**config.mk**
```make
export PLATFORM = sky130hd
export DESIGN_NAME = top_fdct_sdiv_29s_13s_16_seq_flat
export DESIGN_NICKNAME = d
export VERILOG_FILES = /design/src/rtl/top_fdct_div_pkg.sv /design/src/rtl/top_fdct_sdiv_29s_13s_16_seq_if.sv /design/src/rtl/top_fdct_sdiv_step.sv /design/src/rtl/top_fdct_sdiv_29s_13s_16_seq.sv /design/src/flat_wrapper.sv
export SDC_FILE = /design/constraint.sdc
export NUM_CORES = 1
export LEC_CHECK = 0
export CELL_PAD_IN_SITES_DETAIL_PLACEMENT = 0
export CELL_PAD_IN_SITES_GLOBAL_PLACEMENT = 2
export CORE_MARGIN = 2
export CORE_UTILIZATION = 34
export CTS_CLUSTER_SIZE = 10
export DETAILED_ROUTE_END_ITERATION = 16
export PLACE_DENSITY = 0.91
export SLEW_MARGIN = 0
export SYNTH_ARGS = -nofsm -noshare
export SYNTH_HDL_FRONTEND = slang
export SYNTH_SLANG_ARGS = --single-unit
```
**constraint.sdc**
```tcl
create_clock -name ap_clk -period 3.8 [get_ports ap_clk]
set_input_delay 0.76 -clock ap_clk [delete_from_list [all_inputs] [get_ports ap_clk]]
set_output_delay 0.76 -clock ap_clk [all_outputs]
set_load 0.02 [all_outputs]
```
**src/rtl/top_fdct_div_pkg.sv**
```systemverilog
`default_nettype none
// ============================================================================
// Module      : top_fdct_div_pkg
// Description : Shared widths, saturation limits and FSM state encoding for
//               the fdct signed iterative divider.
// Revision    : 1.0 - initial release
// ============================================================================
package top_fdct_div_pkg;

    localparam int DIVIDEND_W = 29;
    localparam int DIVISOR_W  = 13;
    localparam int QUOT_W     = 16;
    localparam int REM_W      = DIVISOR_W + 1;   // partial remainder width
    localparam int CNT_W      = 5;               // holds DIVIDEND_W-1

    localparam logic signed [QUOT_W-1:0] QUOT_MAX = {1'b0, {(QUOT_W-1){1'b1}}};
    localparam logic signed [QUOT_W-1:0] QUOT_MIN = {1'b1, {(QUOT_W-1){1'b0}}};

    typedef enum logic [1:0] {
        IDLE = 2'd0,
        CALC = 2'd1,
        FIX  = 2'd2,
        DONE = 2'd3
    } state_t;

endpackage
`default_nettype wire

```
**src/rtl/top_fdct_sdiv_29s_13s_16_seq_if.sv**
```systemverilog
`default_nettype none
// ============================================================================
// Module      : top_fdct_sdiv_29s_13s_16_seq_if
// Description : Operand / result valid-ready bundle of the signed divider.
// Revision    : 1.0 - initial release
// ============================================================================
interface top_fdct_sdiv_29s_13s_16_seq_if;
    import top_fdct_div_pkg::*;

    logic                         in_valid;
    logic                         in_ready;
    logic signed [DIVIDEND_W-1:0] dividend;
    logic signed [DIVISOR_W-1:0]  divisor;
    logic                         out_valid;
    logic                         out_ready;
    logic signed [QUOT_W-1:0]     quotient;
    logic signed [DIVISOR_W-1:0]  remainder;
    logic                         ovf;
    logic                         dz;

    modport master (
        output in_valid, dividend, divisor, out_ready,
        input  in_ready, out_valid, quotient, remainder, ovf, dz
    );

    modport slave (
        input  in_valid, dividend, divisor, out_ready,
        output in_ready, out_valid, quotient, remainder, ovf, dz
    );

endinterface
`default_nettype wire

```
**src/rtl/top_fdct_sdiv_step.sv**
```systemverilog
`default_nettype none
// ============================================================================
// Module      : top_fdct_sdiv_step
// Description : One restoring-division step on unsigned magnitudes: shift in
//               the next dividend bit, trial-subtract the divisor, keep the
//               difference when it does not go negative.
// Revision    : 1.0 - initial release
// ============================================================================
module top_fdct_sdiv_step
    import top_fdct_div_pkg::*;
(
    input  wire logic [REM_W-1:0]     i_prem,
    input  wire logic                 i_bit,
    input  wire logic [DIVISOR_W-1:0] i_dvsr,
    output logic      [REM_W-1:0]     o_prem,
    output logic                      o_qbit
);

    logic [REM_W:0]   w_shift;
    logic [REM_W-1:0] w_diff;

    assign w_shift = {i_prem, i_bit};
    assign o_qbit  = (w_shift >= {2'b00, i_dvsr});
    // Only consumed when the subtraction succeeds, so the result is < divisor
    assign w_diff  = w_shift[REM_W-1:0] - {1'b0, i_dvsr};
    assign o_prem  = o_qbit ? w_diff : w_shift[REM_W-1:0];

endmodule
`default_nettype wire

```
**src/rtl/top_fdct_sdiv_29s_13s_16_seq.sv**
```systemverilog
`default_nettype none
// ============================================================================
// Module      : top_fdct_sdiv_29s_13s_16_seq
// Description : Iterative signed divider 29s / 13s -> 16s saturated quotient
//               and 13s remainder, one quotient bit per cycle, valid/ready.
// Revision    : 1.0 - initial release
// ============================================================================
module top_fdct_sdiv_29s_13s_16_seq
    import top_fdct_div_pkg::*;
(
    input  wire logic ap_clk,
    input  wire logic ap_rst,
    top_fdct_sdiv_29s_13s_16_seq_if.slave bus
);

    state_t                  r_state, w_next;
    logic [CNT_W-1:0]        r_cnt;
    logic [DIVIDEND_W-1:0]   r_dvnd;     // dividend magnitude, shifted out MSB first
    logic [DIVISOR_W-1:0]    r_dvsr;     // divisor magnitude
    logic [DIVIDEND_W-1:0]   r_qmag;
    logic [REM_W-1:0]        r_prem;
    logic                    r_sign_q, r_sign_r, r_zdiv;
    logic signed [QUOT_W-1:0]    r_quot;
    logic signed [DIVISOR_W-1:0] r_rem;
    logic                    r_ovf, r_dz;

    logic                    w_accept;
    logic [DIVIDEND_W-1:0]   w_dvnd_mag;
    logic [DIVISOR_W-1:0]    w_dvsr_mag;
    logic [REM_W-1:0]        w_step_prem;
    logic                    w_step_qbit;
    logic signed [DIVIDEND_W:0]  w_qs;
    logic signed [DIVISOR_W-1:0] w_rs;

    assign w_accept = bus.in_valid && (r_state == IDLE);

    // Two's-complement negation inside the operand width is an exact unsigned
    // magnitude even for the most negative value (2^28, 4096).
    assign w_dvnd_mag = bus.dividend[DIVIDEND_W-1] ? (DIVIDEND_W'(0) - bus.dividend)
                                                   : bus.dividend;
    assign w_dvsr_mag = bus.divisor[DIVISOR_W-1]   ? (DIVISOR_W'(0) - bus.divisor)
                                                   : bus.divisor;

    top_fdct_sdiv_step u_step (
        .i_prem (r_prem),
        .i_bit  (r_dvnd[DIVIDEND_W-1]),
        .i_dvsr (r_dvsr),
        .o_prem (w_step_prem),
        .o_qbit (w_step_qbit)
    );

    // Signed quotient needs one extra bit so +2^28 is representable before saturation
    assign w_qs = r_sign_q ? -$signed({1'b0, r_qmag}) : $signed({1'b0, r_qmag});
    assign w_rs = r_sign_r ? $signed(DIVISOR_W'(0) - r_prem[DIVISOR_W-1:0])
                           : $signed(r_prem[DIVISOR_W-1:0]);

    // State register
    always_ff @(posedge ap_clk) begin
        if (ap_rst) r_state <= IDLE;
        else        r_state <= w_next;
    end

    // Next-state logic
    always_comb begin
        w_next = r_state;
        unique case (r_state)
            IDLE: if (w_accept) w_next = (bus.divisor == '0) ? FIX : CALC;
            CALC: if (r_cnt == '0) w_next = FIX;
            FIX:  w_next = DONE;
            DONE: if (bus.out_ready) w_next = IDLE;
            default: w_next = IDLE;
        endcase
    end

    // Operand capture, iteration datapath and result registers
    always_ff @(posedge ap_clk) begin
        if (ap_rst) begin
            r_cnt    <= '0;
            r_dvnd   <= '0;
            r_dvsr   <= '0;
            r_qmag   <= '0;
            r_prem   <= '0;
            r_sign_q <= 1'b0;
            r_sign_r <= 1'b0;
            r_zdiv   <= 1'b0;
            r_quot   <= '0;
            r_rem    <= '0;
            r_ovf    <= 1'b0;
            r_dz     <= 1'b0;
        end else begin
            unique case (r_state)
                IDLE: if (w_accept) begin
                    r_dvnd   <= w_dvnd_mag;
                    r_dvsr   <= w_dvsr_mag;
                    r_sign_q <= bus.dividend[DIVIDEND_W-1] ^ bus.divisor[DIVISOR_W-1];
                    r_sign_r <= bus.dividend[DIVIDEND_W-1];
                    r_zdiv   <= (bus.divisor == '0);
                    r_qmag   <= '0;
                    r_prem   <= '0;
                    r_cnt    <= CNT_W'(DIVIDEND_W - 1);
                end
                CALC: begin
                    r_prem <= w_step_prem;
                    r_dvnd <= {r_dvnd[DIVIDEND_W-2:0], 1'b0};
                    r_qmag <= {r_qmag[DIVIDEND_W-2:0], w_step_qbit};
                    r_cnt  <= r_cnt - 1'b1;
                end
                FIX: begin
                    if (r_zdiv) begin
                        r_quot <= r_sign_r ? QUOT_MIN : QUOT_MAX;
                        r_rem  <= '0;
                        r_ovf  <= 1'b0;
                        r_dz   <= 1'b1;
                    end else begin
                        r_rem  <= w_rs;
                        r_dz   <= 1'b0;
                        if (w_qs > $signed((DIVIDEND_W+1)'(QUOT_MAX))) begin
                            r_quot <= QUOT_MAX;
                            r_ovf  <= 1'b1;
                        end else if (w_qs < (DIVIDEND_W+1)'(QUOT_MIN)) begin
                            r_quot <= QUOT_MIN;
                            r_ovf  <= 1'b1;
                        end else begin
                            r_quot <= w_qs[QUOT_W-1:0];
                            r_ovf  <= 1'b0;
                        end
                    end
                end
                default: ;
            endcase
        end
    end

    assign bus.in_ready  = (r_state == IDLE);
    assign bus.out_valid = (r_state == DONE);
    assign bus.quotient  = r_quot;
    assign bus.remainder = r_rem;
    assign bus.ovf       = r_ovf;
    assign bus.dz        = r_dz;

endmodule
`default_nettype wire
```
**src/flat_wrapper.sv**
```systemverilog
// flat-port wrapper written by rule: the top's interface ports become plain ports
module top_fdct_sdiv_29s_13s_16_seq_flat import top_fdct_div_pkg::*;
  (ap_clk, ap_rst, bus_in_valid, bus_dividend, bus_divisor, bus_out_ready, bus_in_ready, bus_out_valid, bus_quotient, bus_remainder, bus_ovf, bus_dz);
  top_fdct_sdiv_29s_13s_16_seq_if bus_i ();
  input  wire logic ap_clk;
  input  wire logic ap_rst;
  input wire logic [$bits(bus_i.in_valid)-1:0] bus_in_valid;
  input wire logic [$bits(bus_i.dividend)-1:0] bus_dividend;
  input wire logic [$bits(bus_i.divisor)-1:0] bus_divisor;
  input wire logic [$bits(bus_i.out_ready)-1:0] bus_out_ready;
  output wire logic [$bits(bus_i.in_ready)-1:0] bus_in_ready;
  output wire logic [$bits(bus_i.out_valid)-1:0] bus_out_valid;
  output wire logic [$bits(bus_i.quotient)-1:0] bus_quotient;
  output wire logic [$bits(bus_i.remainder)-1:0] bus_remainder;
  output wire logic [$bits(bus_i.ovf)-1:0] bus_ovf;
  output wire logic [$bits(bus_i.dz)-1:0] bus_dz;
  assign bus_i.in_valid = bus_in_valid;
  assign bus_i.dividend = bus_dividend;
  assign bus_i.divisor = bus_divisor;
  assign bus_i.out_ready = bus_out_ready;
  assign bus_in_ready = bus_i.in_ready;
  assign bus_out_valid = bus_i.out_valid;
  assign bus_quotient = bus_i.quotient;
  assign bus_remainder = bus_i.remainder;
  assign bus_ovf = bus_i.ovf;
  assign bus_dz = bus_i.dz;
  top_fdct_sdiv_29s_13s_16_seq u_core (.ap_clk(ap_clk), .ap_rst(ap_rst), .bus(bus_i));
endmodule
```
==> results.cfg, run 1 <==
[setup_path]
cp_data_required_time_ns = 4.14
endpoint_kind = register
cp-startpoint = u_core.r_qmag[12]
path_class = register to register
rr_startpoint = u_core.r_qmag[12]
reg2reg_to = u_core.bus.quotient[7]
cp_max_fo = 16
cp-start-kind = register
worstSetupEndpoint = u_core.bus.quotient[7]
r2r_slack_ns = 0.60
r2r_cells = 8
arrival_ns = 3.54

[clock_network]
clock_path_buffers = 2
clockRootBuffer = clkbuf_16
cts_setup_buffers = 0
cts_tree = built
clk_latency_ns = 0.42
htreeDepth = 4
cts.sinks = 126
cts_made_buffers = 17
clk_pin_slew_worst_paths_ns = 0.06
postCtsResizedCells = 0
hold_buffers = 0

[synth]
async_reset_ff_share_pct = 0
ys.flop_type = dfxtp_1
synth_largest_area_cell = dfxtp_1
ys_ff_latch = 126
syn_nets = 1045
syn-cell-area_um2 = 7620
seq_area_frac_synth_pct = 33.1
synth_warnings = 0
syn_inst = 975
synth_area_per_cell_um2 = 7.81
synth.distinct_cells = 69
yosysMostFrequentCell = nand2_1
synth_common_cells = 142 x nand2_1, 126 x dfxtp_1, 93 x nor2_1
synth_area_leaders = dfxtp_1 33%, nand2_1 7.0%, xor2_1 5.9%
synth_top_area_share_pct = 33.1
synth-edff-count = 0

[power]
combPwrFrac_pct = 44.0
peakVddDrop_v = 0.000413
p_int_mw = 3.50
powerDensity_nw_per_um2 = 646
clkPwrFrac_pct = 26.6
leakagePower_nw = 3.33
pwr-share-seq_pct = 29.3
switchingPower_mw = 2.40
power.share.switching_pct = 40.6

[layout]
multi_input_area_um2 = 4680
area_growth_pct = 20.0
n_antenna_cell = 0
drive_gt1_share_pct = 6.83
nFillCells = 2243
nNetsFinal = 1083
regArea_um2 = 2520
finalNonFillerCells = 1305

[status]
status = finished clean

[timing]
fin_setup_tns_ns = 0
fin_crit_sh_pct = 84.1
fin_crit_ns = 3.20
rsz0062_at_grt = false
timing.slew.headroom_pct = 30.0
finalHoldViolCount = 0
fmax_mhz = 313
setup_violations = 0
slew_violations = 0
skew_ns = 0.00940
worst_pin_slew_ns = 1.05

[global_route]
antenna_found_initial = 0
grt_pass1_wl_um = 32600
grt_pass1_vias = 6354
grt_overflow = 0
grt_use_total_pct = 16.5
grt_max_degree = 70

[route]
drt_iter0_markers = 413
vias_per_cell = 5.23
detail-route-antenna-nets = 0
wire_per_inst_um = 14.8
drtPass1Iterations = 4
drc_errors = 0
routed_wl_um = 19300
vias = 6830

[min_path]
min_path_type = register to register
hold_depth = 2

[floorplanning]
fp.dieW_um = 154
ios = 79
rows = 54
start_util_pct = 34.8
die_y_um = 154
fp.coreArea_um2 = 21900
dieArea_um2 = 23600

[placement]
dp_hpwl_um = 13400
gp_congestion = 0.787
numPortBuffers = 78
place_inst = 1274

[flow_run]
max-cap-violations = 0
## final cells by class
class / instances / share of cell area (%)
multi-input cells: 741 / 51.2
well taps: 280 / 3.83
clock inverters: 12 / 1.23
inverters: 37 / 1.52
clock buffers: 19 / 4.95
repair buffers: 90 / 9.64
flip-flops and latches: 126 / 27.6
## sequential cells by signal, summed over array words and instances, names as in the netlist
signal,count
u_core.r_cnt,5
u_core.r_dvnd,29
u_core.bus.ovf,1
u_core.r_dvsr,13
u_core.bus.remainder,13
u_core.r_sign_q,1
u_core.r_zdiv,1
u_core.r_prem,14
u_core.r_sign_r,1
u_core.r_qmag,29
u_core.bus.dz,1
u_core.r_state,2
u_core.bus.quotient,16
## critical path: stages, from the launching register on
cell      delay (ns)
dfxtp_1         0.36
or4_4           0.60
nand4b_4        0.33
o41ai_1         0.48
xor2_1          0.16
nor4_1          0.25
nand4b_1        0.20
o41a_4          0.51
o221ai_1        0.22
## layout by cell type, fill, tap and decap left out, types with 11 or more instances in the layout
master	netlist	final
a211oi_1	14	14
a21oi_1	66	66
a22oi_1	45	45
buf_4	1	12
clkbuf_16	0	17
clkdlybuf4s50_1	0	77
dfxtp_1	126	126
ha_1	23	22
inv_1	37	37
mux2i_1	16	16
nand2_1	142	142
nand4_1	11	11
nor2_1	93	93
nor3_1	15	15
o21ai_0	75	75
o31ai_1	15	15
o41ai_1	12	12
or4_1	12	12
xnor2_1	25	25
xor2_1	51	51
## power by group through the flow
stage	Combinational [mW]	Sequential (mW)	Clock (mW)
after floorplan	2.00	1.72	0
after global placement	2.62	1.75	0
after detailed placement	2.61	1.76	0
after CTS	2.63	1.73	1.61
after global routing	2.93	1.77	1.66
final	2.60	1.73	1.57
## per-layer routing
layer  global-route usage [%]  vias up  wire, um
li1                         -     3555         -
met1                     23.5     3153     10000
met2                     25.7      111      8490
met3                     3.33       11       613
met4                     3.89        0       144
met5                        0        -         0
## stage by stage
stage	power (mW)	instance area, um^2	worst slack, ns	util, %	hold slack [ns]
detailed placement	4.37	8580	0.327	39.2	0.445
global route	6.37	9140	0.429	41.8	0.464
global placement	4.37	8580	0.342	39.2	0.439
CTS	5.97	9140	0.606	41.8	0.451
floorplan	3.72	7620	0.919	-	0.426
finish	5.90	9140	0.603	41.8	0.453
## worst min path at each step
stage / startpoint / endpoint / slack (ns)
global placement: u_core.r_dvnd[7] / u_core.r_dvnd[7] / 0.44
floorplan: u_core.r_prem[13] / u_core.r_prem[13] / 0.43
detailed placement: u_core.r_dvnd[16] / u_core.r_dvnd[16] / 0.44
finish: u_core.r_dvnd[19] / u_core.r_dvnd[19] / 0.45
CTS: u_core.r_dvnd[16] / u_core.r_dvnd[16] / 0.45
global route: u_core.r_dvnd[11] / u_core.r_dvnd[11] / 0.46
## logic make-up after synthesis
kind of cell	Yosys count	share of synthesized area, %
DFF	126	33.1
muxes	17	2.25
xor gates and xnor gates	76	8.74
buffers and inverters	108	5.58
adders and majority gates	24	4.04
and+or+nand+nor	338	20.9
AOI/OAI and AO/OA	286	25.4
(Power assumes the default switching activity.)
==> run 2, diff against run 1 <==
==> constraint.sdc (replaced) <==
create_clock -name ap_clk -period 3.3 [get_ports ap_clk]
set_input_delay 0.66 -clock ap_clk [delete_from_list [all_inputs] [get_ports ap_clk]]
set_output_delay 0.66 -clock ap_clk [all_outputs]
set_load 0.02 [all_outputs]
==> run 2 against run 1 <==
- setup slack lost 0.38 ns
- highest routed layer unchanged
- largest power group unchanged
- clock skew is essentially flat
- global-route usage grew 0.18 points
==> results.cfg, run 2 (synthesis gave the netlist of run 1 again) <==
[floorplanning]
dieArea_um2 = 23600
rows = 54
ios = 79
start_util_pct = 34.8
die_y_um = 154
fp.dieW_um = 154
fp.coreArea_um2 = 21900

[global_route]
grt_pass1_vias = 6517
grt_pass1_wl_um = 33000
antenna_found_initial = 0
grt_max_degree = 59
grt_use_total_pct = 16.7
grt_overflow = 0

[route]
vias_per_cell = 5.20
wire_per_inst_um = 14.6
detail-route-antenna-nets = 0
drc_errors = 0
drt_iter0_markers = 366
routed_wl_um = 19400
vias = 6921
drtPass1Iterations = 5

[layout]
drive_gt1_share_pct = 9.32
nNetsFinal = 1109
area_growth_pct = 23.5
final_cell_mix = 142 x nand2_1, 126 x dfxtp_1, 93 x nor2_1, 77 x clkdlybuf4s50_1, 75 x o21ai_0
multi_input_area_um2 = 4690
regArea_um2 = 2520
final_common_cell = nand2_1
n_antenna_cell = 0
nFillCells = 2241
final_cell_area_um2 = 9410

[timing]
hold_ws_ns = 0.449
setup_violations = 0
fin_setup_tns_ns = 0
timing.slew.headroom_pct = 37.0
fin_crit_ns = 3.07
worst_pin_slew_ns = 0.941
fmax_mhz = 325
rsz0062_at_grt = false
finalHoldViolCount = 0
setup_slack_ns = 0.227
fin_crit_sh_pct = 93.1
skew_ns = 0.00976
slew_violations = 0

[power]
powerDensity_nw_per_um2 = 755
total_power_mw = 7.10
peakVddDrop_v = 0.000447
leakagePower_nw = 3.52

[setup_path]
cp-start-kind = register
worstPathCellList = or4_4, nand4b_4, o41ai_2, xor2_1, nor4_1, nand4b_1, o41a_4, o221ai_1
cp_data_required_time_ns = 3.64
path_class = register to register
cp_slowest_cell = or4_4
cp_max_fo = 15
cpPeakStageDelay_ns = 0.57
arrival_ns = 3.41
endpoint_kind = register

[placement]
numPortBuffers = 78
dp_hpwl_um = 13500
place_ws_ns = 0.121
placed_area_um2 = 8770
gp_congestion = 0.823

[status]
status = finished clean

[min_path]
min_path_type = register to register

[clock_network]
clock_path_buffers = 2
hold_buffers = 0
clk_latency_ns = 0.43
clockRootBuffer = clkbuf_16
cts.sinks = 126
cts_tree = built
clk_pin_slew_worst_paths_ns = 0.06
cts_made_buffers = 17
htreeDepth = 4

[flow_run]
max-cap-violations = 0
-- run 2: layout make-up --
cell class,count,share of cell area [%]
Clock buffer,18,4.67
Clock inverter,14,2.03
Inverter,37,1.48
Multi-Input combinational cell,741,49.9
Sequential cell,126,26.8
Tap cell,280,3.72
Timing Repair Buffer,116,11.4
-- run 2: through the flow --
stage	util, %	instances
after floorplan	-	975
after global placement	40.1	1300
after detailed placement	40.1	1300
after CTS	42.9	1332
after global routing	43.0	1332
final	43.0	1332
-- run 2: repair_timing --
action	in CTS	in global routing
hold endpoints to repair	0	0
buffers inserted	0	0
gates resized for setup	0	1
endpoints found under the setup margin	0	4
-- run 2: metal layers --
metal | track usage [%] | vias up | part of all wire, %
met5 | 0 | - | 0
met4 | 5.99 | 0 | 1.6
met3 | 2.71 | 20 | 3.2
met2 | 25.2 | 133 | 44
met1 | 24.1 | 3152 | 51
li1 | - | 3616 | -
-- run 2: path summary, 6_finish.rpt --
path	from	end	slack (ns)	depth (start not counted)
setup / recovery	u_core.r_qmag[12]	u_core.bus.quotient[8]	0.23	8
hold / removal	u_core.r_dvnd[21]	u_core.r_dvnd[21]	0.45	2
setup reg to reg	u_core.r_qmag[12]	u_core.bus.quotient[8]	0.23	8
hold reg to reg	u_core.r_dvnd[21]	u_core.r_dvnd[21]	0.45	2
-- run 2: where the power goes --
group / leakage [nW] / internal, mW / total [mW] / switching (mW)
logic: 2.19 / 1.27 / 3.10 / 1.83
registers: 1.02 / 1.78 / 1.99 / 0.215
clock network: 0.310 / 1.28 / 2.01 / 0.725
-- run 2: critical path, delay by kind of cell (launching register included) --
family | cells | cell delay, ns
flops | 1 | 0.32
compound gates | 3 | 1.14
simple gates | 4 | 1.38
xor+xnor | 1 | 0.14
